**src/rtl/multicycle_control.sv**
```systemverilog
// Multicycle RV32I control unit: sequences fetch / decode / execute / memory /
// writeback steps and drives datapath selects and write enables for each step.
//
// Ports
//   clk_i, rst_i        : clock, synchronous active-high reset
//   op_i, funct3_i      : instruction opcode and funct3 fields from IR
//   zero_i, lt_i, ltu_i : ALU flags (equal, signed lt, unsigned lt)
//   mem_ready_i         : memory completes the access this cycle
//   mem_req_o           : memory access request
//   mem_write_o         : access is a store
//   adr_src_o           : memory address select (0 PC, 1 ALUOut)
//   ir_write_o          : IR write enable
//   pc_write_o          : PC write enable
//   reg_write_o         : register-file write enable
//   alu_src_a_o         : ALU A select (00 PC, 01 oldPC, 10 rs1, 11 zero)
//   alu_src_b_o         : ALU B select (00 rs2, 01 imm, 10 const 4)
//   alu_op_o            : 00 add, 01 sub/compare, 10 funct decode
//   result_src_o        : 00 ALUOut, 01 mem read data, 10 ALU result
//   imm_src_o           : immediate format (000 I, 001 B, 010 S, 011 U, 100 J)
//   fault_o, illegal_o  : sticky memory-timeout and illegal-instruction flags
module multicycle_control #(
  parameter int unsigned MEM_TIMEOUT = 15
) (
  input  logic       clk_i,
  input  logic       rst_i,
  input  logic [6:0] op_i,
  input  logic [2:0] funct3_i,
  input  logic       zero_i,
  input  logic       lt_i,
  input  logic       ltu_i,
  input  logic       mem_ready_i,
  output logic       mem_req_o,
  output logic       mem_write_o,
  output logic       adr_src_o,
  output logic       ir_write_o,
  output logic       pc_write_o,
  output logic       reg_write_o,
  output logic [1:0] alu_src_a_o,
  output logic [1:0] alu_src_b_o,
  output logic [1:0] alu_op_o,
  output logic [1:0] result_src_o,
  output logic [2:0] imm_src_o,
  output logic       fault_o,
  output logic       illegal_o
);

  localparam int unsigned CNT_W = (MEM_TIMEOUT < 2) ? 1 : $clog2(MEM_TIMEOUT + 1);

  localparam logic [3:0] S_FETCH    = 4'd0;
  localparam logic [3:0] S_DECODE   = 4'd1;
  localparam logic [3:0] S_MEMADR   = 4'd2;
  localparam logic [3:0] S_MEMREAD  = 4'd3;
  localparam logic [3:0] S_MEMWB    = 4'd4;
  localparam logic [3:0] S_MEMWRITE = 4'd5;
  localparam logic [3:0] S_EXEC_R   = 4'd6;
  localparam logic [3:0] S_EXEC_I   = 4'd7;
  localparam logic [3:0] S_ALUWB    = 4'd8;
  localparam logic [3:0] S_BRANCH   = 4'd9;
  localparam logic [3:0] S_JALR     = 4'd10;
  localparam logic [3:0] S_JAL      = 4'd11;
  localparam logic [3:0] S_UPPER    = 4'd12;
  localparam logic [3:0] S_HALT     = 4'd13;

  localparam logic [6:0] OP_LOAD   = 7'b0000011;
  localparam logic [6:0] OP_STORE  = 7'b0100011;
  localparam logic [6:0] OP_OP     = 7'b0110011;
  localparam logic [6:0] OP_IMM    = 7'b0010011;
  localparam logic [6:0] OP_BRANCH = 7'b1100011;
  localparam logic [6:0] OP_JAL    = 7'b1101111;
  localparam logic [6:0] OP_JALR   = 7'b1100111;
  localparam logic [6:0] OP_LUI    = 7'b0110111;
  localparam logic [6:0] OP_AUIPC  = 7'b0010111;

  logic [3:0]       state_q, state_d;
  logic [CNT_W-1:0] cnt_q, cnt_d;
  logic             fault_q, fault_d;
  logic             illegal_q, illegal_d;

  logic       mem_req_c, mem_write_c, adr_src_c;
  logic       ir_write_c, pc_write_c, reg_write_c;
  logic [1:0] alu_src_a_c, alu_src_b_c, alu_op_c, result_src_c;
  logic       taken_c, branch_bad_c, stall_c, timeout_c;

  // Branch condition from funct3; reserved encodings never take.
  always_comb begin
    taken_c      = 1'b0;
    branch_bad_c = 1'b0;
    case (funct3_i)
      3'b000:  taken_c = zero_i;
      3'b001:  taken_c = ~zero_i;
      3'b100:  taken_c = lt_i;
      3'b101:  taken_c = ~lt_i;
      3'b110:  taken_c = ltu_i;
      3'b111:  taken_c = ~ltu_i;
      default: branch_bad_c = 1'b1;
    endcase
  end

  // Immediate format follows the opcode regardless of state.
  always_comb begin
    imm_src_o = 3'b000;
    case (op_i)
      OP_STORE:         imm_src_o = 3'b010;
      OP_BRANCH:        imm_src_o = 3'b001;
      OP_LUI, OP_AUIPC: imm_src_o = 3'b011;
      OP_JAL:           imm_src_o = 3'b100;
      default:          imm_src_o = 3'b000;
    endcase
  end

  // Per-state datapath controls.
  always_comb begin
    mem_req_c    = 1'b0;
    mem_write_c  = 1'b0;
    adr_src_c    = 1'b0;
    ir_write_c   = 1'b0;
    pc_write_c   = 1'b0;
    reg_write_c  = 1'b0;
    alu_src_a_c  = 2'b00;
    alu_src_b_c  = 2'b00;
    alu_op_c     = 2'b00;
    result_src_c = 2'b00;
    case (state_q)
      S_FETCH: begin
        mem_req_c    = 1'b1;
        alu_src_b_c  = 2'b10;
        result_src_c = 2'b10;
        // IR load and PC+4 commit together with the fetch completing.
        ir_write_c   = mem_ready_i;
        pc_write_c   = mem_ready_i;
      end
      S_DECODE: begin
        alu_src_a_c = 2'b01;
        alu_src_b_c = 2'b01;
      end
      S_MEMADR: begin
        alu_src_a_c = 2'b10;
        alu_src_b_c = 2'b01;
      end
      S_MEMREAD: begin
        mem_req_c = 1'b1;
        adr_src_c = 1'b1;
      end
      S_MEMWB: begin
        result_src_c = 2'b01;
        reg_write_c  = 1'b1;
      end
      S_MEMWRITE: begin
        mem_req_c   = 1'b1;
        mem_write_c = 1'b1;
        adr_src_c   = 1'b1;
      end
      S_EXEC_R: begin
        alu_src_a_c = 2'b10;
        alu_op_c    = 2'b10;
      end
      S_EXEC_I: begin
        alu_src_a_c = 2'b10;
        alu_src_b_c = 2'b01;
        alu_op_c    = 2'b10;
      end
      S_ALUWB: begin
        reg_write_c = 1'b1;
      end
      S_BRANCH: begin
        alu_src_a_c = 2'b10;
        alu_op_c    = 2'b01;
        pc_write_c  = taken_c;
      end
      S_JALR: begin
        alu_src_a_c = 2'b10;
        alu_src_b_c = 2'b01;
      end
      S_JAL: begin
        alu_src_a_c = 2'b01;
        alu_src_b_c = 2'b10;
        pc_write_c  = 1'b1;
      end
      S_UPPER: begin
        // LUI adds imm to zero, AUIPC adds imm to oldPC.
        alu_src_a_c = (op_i == OP_LUI) ? 2'b11 : 2'b01;
        alu_src_b_c = 2'b01;
      end
      default: ;
    endcase
  end

  // A stalled cycle is one where the block requests memory and it does not answer.
  assign stall_c   = mem_req_c & ~mem_ready_i;
  assign timeout_c = stall_c && (cnt_q == CNT_W'(MEM_TIMEOUT - 1));

  // Next-state and sticky error flags.
  always_comb begin
    state_d   = state_q;
    fault_d   = fault_q;
    illegal_d = illegal_q;
    case (state_q)
      S_FETCH: if (mem_ready_i) state_d = S_DECODE;
      S_DECODE: begin
        case (op_i)
          OP_LOAD, OP_STORE: state_d = S_MEMADR;
          OP_OP:             state_d = S_EXEC_R;
          OP_IMM:            state_d = S_EXEC_I;
          OP_BRANCH:         state_d = S_BRANCH;
          OP_JAL:            state_d = S_JAL;
          OP_JALR:           state_d = S_JALR;
          OP_LUI, OP_AUIPC:  state_d = S_UPPER;
          default: begin
            state_d   = S_HALT;
            illegal_d = 1'b1;
          end
        endcase
      end
      S_MEMADR:   state_d = (op_i == OP_LOAD) ? S_MEMREAD : S_MEMWRITE;
      S_MEMREAD:  if (mem_ready_i) state_d = S_MEMWB;
      S_MEMWB:    state_d = S_FETCH;
      S_MEMWRITE: if (mem_ready_i) state_d = S_FETCH;
      S_EXEC_R,
      S_EXEC_I,
      S_UPPER:    state_d = S_ALUWB;
      S_ALUWB:    state_d = S_FETCH;
      S_BRANCH: begin
        if (branch_bad_c) begin
          state_d   = S_HALT;
          illegal_d = 1'b1;
        end else begin
          state_d = S_FETCH;
        end
      end
      S_JALR:     state_d = S_JAL;
      S_JAL:      state_d = S_ALUWB;
      S_HALT:     state_d = S_HALT;
      default:    state_d = S_HALT;
    endcase
    if (timeout_c) begin
      state_d = S_HALT;
      fault_d = 1'b1;
    end
  end

  // Wait counter restarts whenever memory answers or the step changes.
  always_comb begin
    cnt_d = cnt_q;
    if (mem_ready_i || (state_d != state_q)) begin
      cnt_d = '0;
    end else if (stall_c) begin
      cnt_d = cnt_q + CNT_W'(1);
    end
  end

  always_ff @(posedge clk_i) begin
    if (rst_i) begin
      state_q   <= S_FETCH;
      cnt_q     <= '0;
      fault_q   <= 1'b0;
      illegal_q <= 1'b0;
    end else begin
      state_q   <= state_d;
      cnt_q     <= cnt_d;
      fault_q   <= fault_d;
      illegal_q <= illegal_d;
    end
  end

  // Write enables are forced low while reset is held.
  assign mem_req_o    = mem_req_c;
  assign mem_write_o  = mem_write_c & ~rst_i;
  assign adr_src_o    = adr_src_c;
  assign ir_write_o   = ir_write_c & ~rst_i;
  assign pc_write_o   = pc_write_c & ~rst_i;
  assign reg_write_o  = reg_write_c & ~rst_i;
  assign alu_src_a_o  = alu_src_a_c;
  assign alu_src_b_o  = alu_src_b_c;
  assign alu_op_o     = alu_op_c;
  assign result_src_o = result_src_c;
  assign fault_o      = fault_q;
  assign illegal_o    = illegal_q;

endmodule

```
**config.mk**
```make
export PLATFORM = sky130hd
export DESIGN_NAME = multicycle_control
export DESIGN_NICKNAME = d
export VERILOG_FILES = /design/src/rtl/multicycle_control.sv
export SDC_FILE = /design/constraint.sdc
export NUM_CORES = 1
export LEC_CHECK = 0
export BUFFER_PORTS_ARGS = -buffer_cell sky130_fd_sc_hd__clkbuf_2
export CORE_AREA = 2 2 50 52
export DETAILED_ROUTE_END_ITERATION = 8
export DIE_AREA = 0 0 52 54
export HOLD_SLACK_MARGIN = 0.06
export PLACE_DENSITY = 0.78
export RECOVER_POWER = 100
export SYNTH_ARGS = -nofsm -noshare
export SYNTH_HDL_FRONTEND = slang
export SYNTH_SLANG_ARGS = --single-unit
```
**constraint.sdc**
```tcl
create_clock -name clk_i -period 2.5 [get_ports clk_i]
set_clock_uncertainty 0.05 [all_clocks]
set_input_delay 0.5 -clock clk_i [delete_from_list [all_inputs] [get_ports clk_i]]
set_output_delay 0.5 -clock clk_i [all_outputs]
set_load 0.1 [all_outputs]
```
==> impl_metrics.csv, run 1 <==
group,metric,value,unit
run_status,status,"finished, final reports clean",
setup_path,rrSetupSlack,0.31,ns
power,power_density,822,mW/mm^2
placement,hpwl,2640,um
final_layout,antenna_cells,0,
setup_path,crit_fanout,17,
yosys,netlist_area,0.00112,mm^2
setup_path,slowest_delay,0.53,ns
routing,drc,0,
sta,rsz0062_at_grt,"false",
sta,min_period_over_period,0.929,
clocking,clk_path_buf_depth,2,
grt,grt_pass1_vias,1240,
floorplan,core_area,0.00232,mm^2
grt,grt_pass1_wl,5290,um
routing,wl_per_cell,15.0,um
placement,portBuffers,34,
routing,ant_nets,0,
final_layout,layout-drive-gt1-share,0.384,
clocking,cts_num_sinks,10,
clocking,root_buffer,"clkbuf_4",
setup_path,endpoint,"mem_req_o",
setup_path,cp-startpoint,"state_q[1]$_SDFF_PP0_",
setup_path,crit_chain,"xor2_1 > nor2b_4 > or2_2 > buf_4",
floorplan,ios,35,
floorplan,rows,18,
sta,max_clock_freq,0.430,GHz
grt,antenna_found_initial,0,
setup_path,reg2reg_depth,6,
hold_path,hold_class,"reg -> reg",
final_layout,area_growth,37.7,%
yosys,yosysUniqueCellTypes,50,
clocking,cts_made_buffers,3,
sta,finalWorstPathRequiredPeriod,2.32,ns
clocking,htreeDepth,1,
yosys,ys_ff_latch,10,
yosys,yosysSeqAreaShare,0.179,
sta,slew_headroom,0.227,
setup_path,timing.rr.start,"state_q[0]$_SDFF_PP0_",
yosys,syn_avg_cell_area,7.36,um^2
routing,wirelength,3220,um
yosys,syn_inst,152,
clocking,post_cts_buffers,0,
final_layout,final_util,0.664,
yosys,async_flop_share,0,
floorplan,fp.dieH,54,um
power,peakVddDrop,1110,uV
yosys,synth_edf_count,0,
clocking,tritoncts,"done",
yosys,syn_nets,170,
setup_path,cp.required,1.95,ns
yosys,dominantRegCellSynth,"dfxtp_1",
setup_path,worst-setup-path-type,"reg -> out",
grt,grt_remaining_overflow,0,
final_layout,nFillCells,199,
setup_path,cp_data_arrival_time,1.77,ns
grt,grt_use_total,0.247,
sta,tightest_slew,1.16,ns
clocking,path_clk_slew,0.06,ns
setup_path,crit_slowest_cell,"dfxtp_2",
setup_path,r2r_end,"cnt_q[1]$_SDFFE_PP0P_",
sta,holdWs,0.428,ns
floorplan,floorplan.initialDensity,0.482,
clocking,clk_latency,0.26,ns
setup_path,start_kind,"flop",
final_layout,nets,204,
power,p_leak,0.633,nW
routing,drt_first_pass_iters,4,
placement,gp_congestion,0.853,
flow_run,drv_cap,0,
sta,hold_viol_final,0,
sta,final_max_slew_viol_count,0,
yosys,yosys_warnings,0,
routing,via_per_inst,5.75,
sta,setup_violations,0,
floorplan,dieArea,0.00281,mm^2
grt,grt_max_degree,21,
routing,drt-initial-drc-count,22,
setup_path,cp-end-kind,"primary output",
routing,vias,1237,
floorplan,die_w,52,um
## what timing repair did
action / CTS / global route
setup endpoints to repair: 0 / 6
hold buffers: 0 / 0
gates resized for setup: 0 / 3
## cells in the mapped netlist, drive strengths merged (4+ instances only)
cell type  count  area share
buf            5       0.023
xor2           6       0.047
dfxtp         10        0.18
nand2b         5       0.028
nor2          19       0.064
nor3          15       0.067
inv            6       0.020
a21oi         10       0.048
nor2b          5       0.028
clkbuf         4       0.013
nand3          9       0.040
nand2          6       0.020
o21ai          8       0.039
## registers in the layout, summed over array words and instances, names as in the netlist
name       count
cnt_q          4
fault_o        1
illegal_o      1
state_q        4
## critical path, delay by kind of cell, from the launching register on
| kind | cells | cell delay, ns |
|---|---|---|
| flops | 1 | 0.53 |
| simple gates | 2 | 0.36 |
| xor+xnor | 1 | 0.34 |
| buf+inv | 1 | 0.28 |
## report_power, final
group	switching, mW	internal, mW
Sequential	0.0621	0.179
Combinational	0.625	0.259
Clock	0.0522	0.0883
Total	0.740	0.526
## cells in the final DEF (no fill, tap or decap), types with 5 or more instances in the layout
master    Yosys  final
nor2_1       19     19
a21oi_1       9      8
nand2b_1      5      5
xor2_1        6      6
buf_12        0      6
nand3_1       9      9
clkbuf_2      0     23
nor3_1       15     11
nand2_1       6      5
dfxtp_1      10      6
buf_4         1      5
## layer usage
layer | vias up | routed length, um | global-route usage
met5 | - | 0 | 0
met4 | 0 | 10 | 0.0482
met3 | 2 | 98 | 0.0361
met2 | 25 | 1770 | 0.504
met1 | 590 | 1350 | 0.267
li1 | 620 | - | -
## logic make-up (layout without fill, tap and decap cells)
family	count (synthesis)	after routing	synth area share
and+or+nand+nor	85	85	0.466
xor gates and xnor gates	9	9	0.0705
muxes	1	1	0.00895
DFF	10	10	0.179
adders and majority gates	2	2	0.0224
AOI/OAI and AO/OA	30	30	0.196
buffers and inverters	15	48	0.0570
## cell type report
cell class	instances	area, um^2	area share
clock buffers	4	36.3	0.0236
repair buffers	38	293	0.190
multi-input cells	127	940	0.610
well taps	30	37.5	0.0244
flip-flops and latches	10	205	0.133
inverters	6	28.8	0.0187
## per-stage QoR
stage / cells / instance area, um^2 / TNS, ns / worst slack (ns) / power, mW
2_1_floorplan: 152 / 1250 / -1.14 / -0.405 / 0.949
5_1_grt: 215 / 1540 / 0 / 0.0969 / 1.33
6_report: 215 / 1540 / 0 / 0.176 / 1.27
4_1_cts: 215 / 1620 / 0 / 0.0590 / 1.31
3_3_place_gp: 211 / 1580 / 0 / 0.335 / 1.15
3_5_place_dp: 211 / 1580 / 0 / 0.263 / 1.17
## how the worst min path moves through the flow
stage / slack, ns / start / cells past startpoint / end
2_1_floorplan: 0.48 / cnt_q[3]$_SDFFE_PP0P_ / 3 / cnt_q[3]$_SDFFE_PP0P_
3_3_place_gp: 0.40 / fault_o$_SDFFE_PP0P_ / 2 / fault_o$_SDFFE_PP0P_
3_5_place_dp: 0.42 / fault_o$_SDFFE_PP0P_ / 2 / fault_o$_SDFFE_PP0P_
4_1_cts: 0.44 / fault_o$_SDFFE_PP0P_ / 2 / fault_o$_SDFFE_PP0P_
5_1_grt: 0.46 / fault_o$_SDFFE_PP0P_ / 2 / fault_o$_SDFFE_PP0P_
6_report: 0.43 / fault_o$_SDFFE_PP0P_ / 2 / fault_o$_SDFFE_PP0P_
Power figures use the tool's default switching activity.
==> run 2, diff against run 1 <==
--- a/config.mk
+++ b/config.mk
@@ -12,6 +12,7 @@
 export HOLD_SLACK_MARGIN = 0.06
 export PLACE_DENSITY = 0.78
 export RECOVER_POWER = 100
+export REMOVE_ABC_BUFFERS = 1
 export SYNTH_ARGS = -nofsm -noshare
 export SYNTH_HDL_FRONTEND = slang
 export SYNTH_SLANG_ARGS = --single-unit
==> impl_metrics.csv, run 2 (synthesis results as in run 1) <==
group,metric,value,unit
run_status,status,"finished, final reports clean",
hold_path,hold_class,"reg -> reg",
floorplan,dieArea,0.00281,mm^2
final_layout,final_common_cell,"clkbuf_2",
clocking,cts_made_buffers,3,
setup_path,critPathMostFrequentCell,"o21ai_0",
final_layout,final_cells,218,
placement,postPlaceCellArea,0.00145,mm^2
sta,tns,0,ns
grt,grt_pass1_wl,4880,um
placement,dp_cells,214,
routing,drt-initial-drc-count,25,
sta,max_clock_freq,0.420,GHz
sta,rsz0062_at_grt,"false",
final_layout,top_regs,"cnt_q x4, state_q x4",
final_layout,layout-drive-gt1-share,0.293,
clocking,tritoncts,"done",
final_layout,nets,207,
placement,portBuffers,34,
grt,grt_remaining_overflow,0,
setup_path,cp.required,1.95,ns
setup_path,cp_data_arrival_time,1.83,ns
final_layout,multi_input_area,820,um^2
final_layout,design_area,0.00138,mm^2
setup_path,crit_chain,"nor2b_1 > o21ai_0 > o21ai_0 > clkbuf_2",
routing,via_per_inst,5.76,
setup_path,worst-setup-path-type,"reg -> out",
setup_path,start_kind,"flop",
grt,grt_max_degree,14,
routing,vias,1256,
clocking,clk_latency,0.26,ns
final_layout,nFillCells,223,
sta,slew_headroom,0.229,
setup_path,critPathBufInv,1,
sta,hold_viol_final,0,
sta,min_period_over_period,0.951,
power,p_leak,0.604,nW
sta,setup_violations,0,
clocking,cts_num_sinks,10,
final_layout,regArea,204,um^2
clocking,htreeDepth,1,
final_layout,area_growth,23.2,%
placement,hpwl,2410,um
clocking,hold_buffers,0,
setup_path,crit_family,"buffers and inverters",
floorplan,floorplan.initialDensity,0.482,
floorplan,ios,35,
setup_path,cp-end-kind,"primary output",
setup_path,slowest_delay,0.50,ns
power,peakVddDrop,770,uV
grt,antenna_found_initial,0,
final_layout,final_util,0.594,
setup_path,crit_fanout,13,
final_layout,final_cell_mix,"25 x clkbuf_2, 19 x nor2_1, 15 x nor3_1",
floorplan,fp.dieH,54,um
power,power_density,840,mW/mm^2
grt,grt_pass1_vias,1135,
sta,holdWs,0.426,ns
sta,finalWorstPathRequiredPeriod,2.38,ns
routing,drc,0,
routing,wl_per_cell,14.0,um
flow_run,drv_cap,0,
setup_path,crit_slowest_cell,"clkbuf_2",
sta,tightest_slew,1.16,ns
clocking,path_clk_slew,0.07,ns
routing,ant_nets,0,
floorplan,rows,18,
routing,wirelength,3050,um
routing,drt_first_pass_iters,5,
clocking,clk_path_buf_depth,2,
final_layout,antenna_cells,0,
floorplan,core_area,0.00232,mm^2
floorplan,die_w,52,um
placement,gp_congestion,0.882,
clocking,root_buffer,"clkbuf_4",
grt,grt_use_total,0.225,
sta,final_max_slew_viol_count,0,
## run 2: cell count changes in the layout (fill, tap and decap cells not counted), moves of 2 or more
| cell | delta |
|---|---|
| buf_12 | -4 |
| buf_4 | +4 |
| nor3_1 | +4 |
| inv_1 | +3 |
| nor3_4 | -3 |
| o21ai_0 | +3 |
| o21ai_2 | -3 |
| clkbuf_2 | +2 |
## run 2: repair_timing
action | 4_1_cts | 5_1_grt
resized for setup | 0 | 4
endpoints found under the setup margin | 0 | 3
buffers inserted | 0 | 0
## run 2: final timing paths
kind	startpoint	endpoint	slack, ns	depth (start not counted)
worst max-delay path	state_q[1]$_SDFF_PP0_	alu_src_b_o[0]	0.12	4
worst min-delay path	illegal_o$_SDFFE_PP0P_	illegal_o$_SDFFE_PP0P_	0.43	2
worst max register to register	state_q[0]$_SDFF_PP0_	cnt_q[1]$_SDFFE_PP0P_	0.15	5
worst min register to register	illegal_o$_SDFFE_PP0P_	illegal_o$_SDFFE_PP0P_	0.43	2
## run 2: layout make-up
type	count	share of cell area
Timing Repair Buffer	41	0.187
Clock buffer	4	0.0263
Multi-Input combinational cell	127	0.595
Tap cell	30	0.0272
Sequential cell	10	0.148
Inverter	6	0.0163
## run 2: worst min-delay path, cell delays in order, from the launching register on
cell and delay [ns]:
dfxtp_1 0.33, nor2_1 0.05, nor2_1 0.07
## run 2: metrics by stage
stage | total power, mW | setup slack, ns
5_1_grt | 1.21 | 0.00518
3_5_place_dp | 1.09 | 0.178
6_report | 1.16 | 0.122
3_3_place_gp | 1.08 | 0.238
2_1_floorplan | 0.861 | -2.68
4_1_cts | 1.23 | 0.0259
## run 2: power breakdown
part	internal [mW]	total, mW	switching, mW
combinational	0.196	0.801	0.605
sequential	0.178	0.215	0.0370
clock	0.0882	0.141	0.0528
## run 2: per-layer routing
| metal | routed length (um) | GRT usage | vias up | part of all wire |
|---|---|---|---|---|
| met2 | 1580 | 0.430 | 41 | 0.52 |
| li1 | - | - | 630 | - |
| met5 | 0 | 0 | - | 0 |
| met4 | 0 | 0.0263 | 0 | 0 |
| met1 | 1320 | 0.266 | 585 | 0.43 |
| met3 | 149 | 0.0417 | 0 | 0.049 |
==> run 3, diff against run 2 <==
--- a/config.mk
+++ b/config.mk
@@ -10,9 +10,10 @@
 export DETAILED_ROUTE_END_ITERATION = 8
 export DIE_AREA = 0 0 52 54
 export HOLD_SLACK_MARGIN = 0.06
-export PLACE_DENSITY = 0.78
+export PLACE_DENSITY_LB_ADDON = 0.12
 export RECOVER_POWER = 100
 export REMOVE_ABC_BUFFERS = 1
+export SETUP_SLACK_MARGIN = 0.4
 export SYNTH_ARGS = -nofsm -noshare
 export SYNTH_HDL_FRONTEND = slang
 export SYNTH_SLANG_ARGS = --single-unit
==> impl_metrics.csv, run 3 (synthesis results as in run 1) <==
group,metric,value,unit
hold_path,holdPathEnd,"fault_o$_SDFFE_PP0P_",
sta,rsz0062_at_grt,"true",
setup_path,reg2reg_depth,7,
setup_path,cp_data_arrival_time,1.71,ns
final_layout,final_cells,229,
setup_path,cp.required,1.95,ns
final_layout,final_util,0.719,
hold_path,hp-start,"fault_o$_SDFFE_PP0P_",
routing,wl_per_cell,16.0,um
sta,final_max_slew_viol_count,0,
hold_path,hold_class,"reg -> reg",
grt,grt_remaining_overflow,0,
power,peakVddDrop,670,uV
grt,antenna_found_initial,0,
floorplan,rows,18,
clocking,path_clk_slew,0.06,ns
setup_path,cp-end-kind,"primary output",
clocking,clk_path_buf_depth,2,
final_layout,layout-drive-gt1-share,0.427,
floorplan,dieArea,0.00281,mm^2
final_layout,nets,219,
setup_path,start_kind,"flop",
floorplan,floorplan.initialDensity,0.482,
routing,drc,0,
clocking,cts_num_sinks,10,
routing,drt-initial-drc-count,46,
setup_path,crit_fanout,10,
grt,grt_pass1_wl,5300,um
clocking,root_buffer,"clkbuf_4",
routing,wirelength,3650,um
sta,setup_violations,0,
flow_run,drv_cap,0,
grt,grt_pass1_vias,1211,
power,p_total,1.34,mW
sta,slew_headroom,0.228,
clocking,clk_latency,0.26,ns
power,p_leak,0.723,nW
sta,tns,0,ns
floorplan,ios,35,
placement,postPlaceCellArea,0.00143,mm^2
setup_path,cp-startpoint,"state_q[3]$_SDFF_PP0_",
clocking,htreeDepth,1,
final_layout,final_common_cell,"clkbuf_2",
placement,gp_congestion,0.822,
floorplan,core_area,0.00232,mm^2
setup_path,worst-setup-path-type,"reg -> out",
setup_path,rrSetupSlack,0.32,ns
final_layout,final_cell_mix,"22 x clkbuf_2, 19 x nor2_1, 17 x buf_4, 11 x nor3_1, 9 x nand3_1",
run_status,status,"finished, final reports clean",
sta,min_period_over_period,0.904,
sta,tightest_slew,1.16,ns
hold_path,holdPathStages,2,
sta,hold_viol_final,0,
floorplan,fp.dieH,54,um
final_layout,antenna_cells,0,
routing,vias,1403,
clocking,tritoncts,"done",
final_layout,top_regs,"cnt_q x4, state_q x4",
clocking,cts_made_buffers,3,
sta,fin_ws,0.240,ns
setup_path,timing.rr.start,"state_q[0]$_SDFF_PP0_",
power,power_density,804,mW/mm^2
sta,finalWorstPathRequiredPeriod,2.26,ns
final_layout,design_area,0.00167,mm^2
routing,via_per_inst,6.13,
grt,grt_use_total,0.248,
clocking,hold_buffers,0,
placement,pre_cts_ws,0.187,ns
placement,portBuffers,34,
grt,grt_max_degree,14,
placement,dp_cells,213,
routing,drt_first_pass_iters,4,
setup_path,r2r_end,"cnt_q[0]$_SDFFE_PP0P_",
sta,max_clock_freq,0.442,GHz
sta,holdWs,0.442,ns
floorplan,die_w,52,um
final_layout,area_growth,49.1,%
placement,hpwl,2470,um
routing,ant_nets,0,
[run 3: changes by cell type in the layout (fill, tap and decap cells not counted), sizes merged]
cell    previous run  this run
bufbuf             0         1
buf               13        24
clkbuf            32        31
[run 3: timing repair]
action,in CTS,in global routing
endpoints found under the setup margin,18,15
setup buffers,3,10
gates resized for setup,26,25
pin swaps,0,9
[run 3: cell type report]
cell class                      count  area (um^2)
Multi-Input combinational cell    127          935
Fill cell                         183          652
Timing Repair Buffer               53          433
Sequential cell                    10          215
Tap cell                           30         37.5
Inverter                            6         25.0
Clock buffer                        3         22.5
[run 3: routing by layer]
layer  GRT usage  wire length [um]
met5           0                 0
met4       0.110                76
met3      0.0222               195
met2       0.458              2000
met1       0.290              1380
[run 3: how the worst max path moves through the flow]
stage / end / slack (ns) / depth (start not counted)
after floorplan: pc_write_o / -2.68 / 5
after global placement: alu_src_a_o[1] / 0.23 / 6
after detailed placement: alu_src_a_o[1] / 0.19 / 6
after CTS: pc_write_o / 0.35 / 5
after global routing: cnt_q[3]$_SDFFE_PP0P_ / 0.20 / 7
final: reg_write_o / 0.24 / 5
[run 3: worst max-delay path, stage by stage, from the launching register on]
cell      delay, ns
dfxtp_4        0.41
buf_4          0.19
nor2b_2        0.18
nor2_1         0.08
nor3_2         0.11
clkbuf_2       0.48
[run 3: where the power goes]
group	internal [mW]	switching [mW]	total (mW)	leakage (nW)
registers	0.181	0.0329	0.213	0.0841
logic	0.337	0.683	1.02	0.625
clock network	0.0555	0.0521	0.108	0.0138
total	0.573	0.768	1.34	0.723
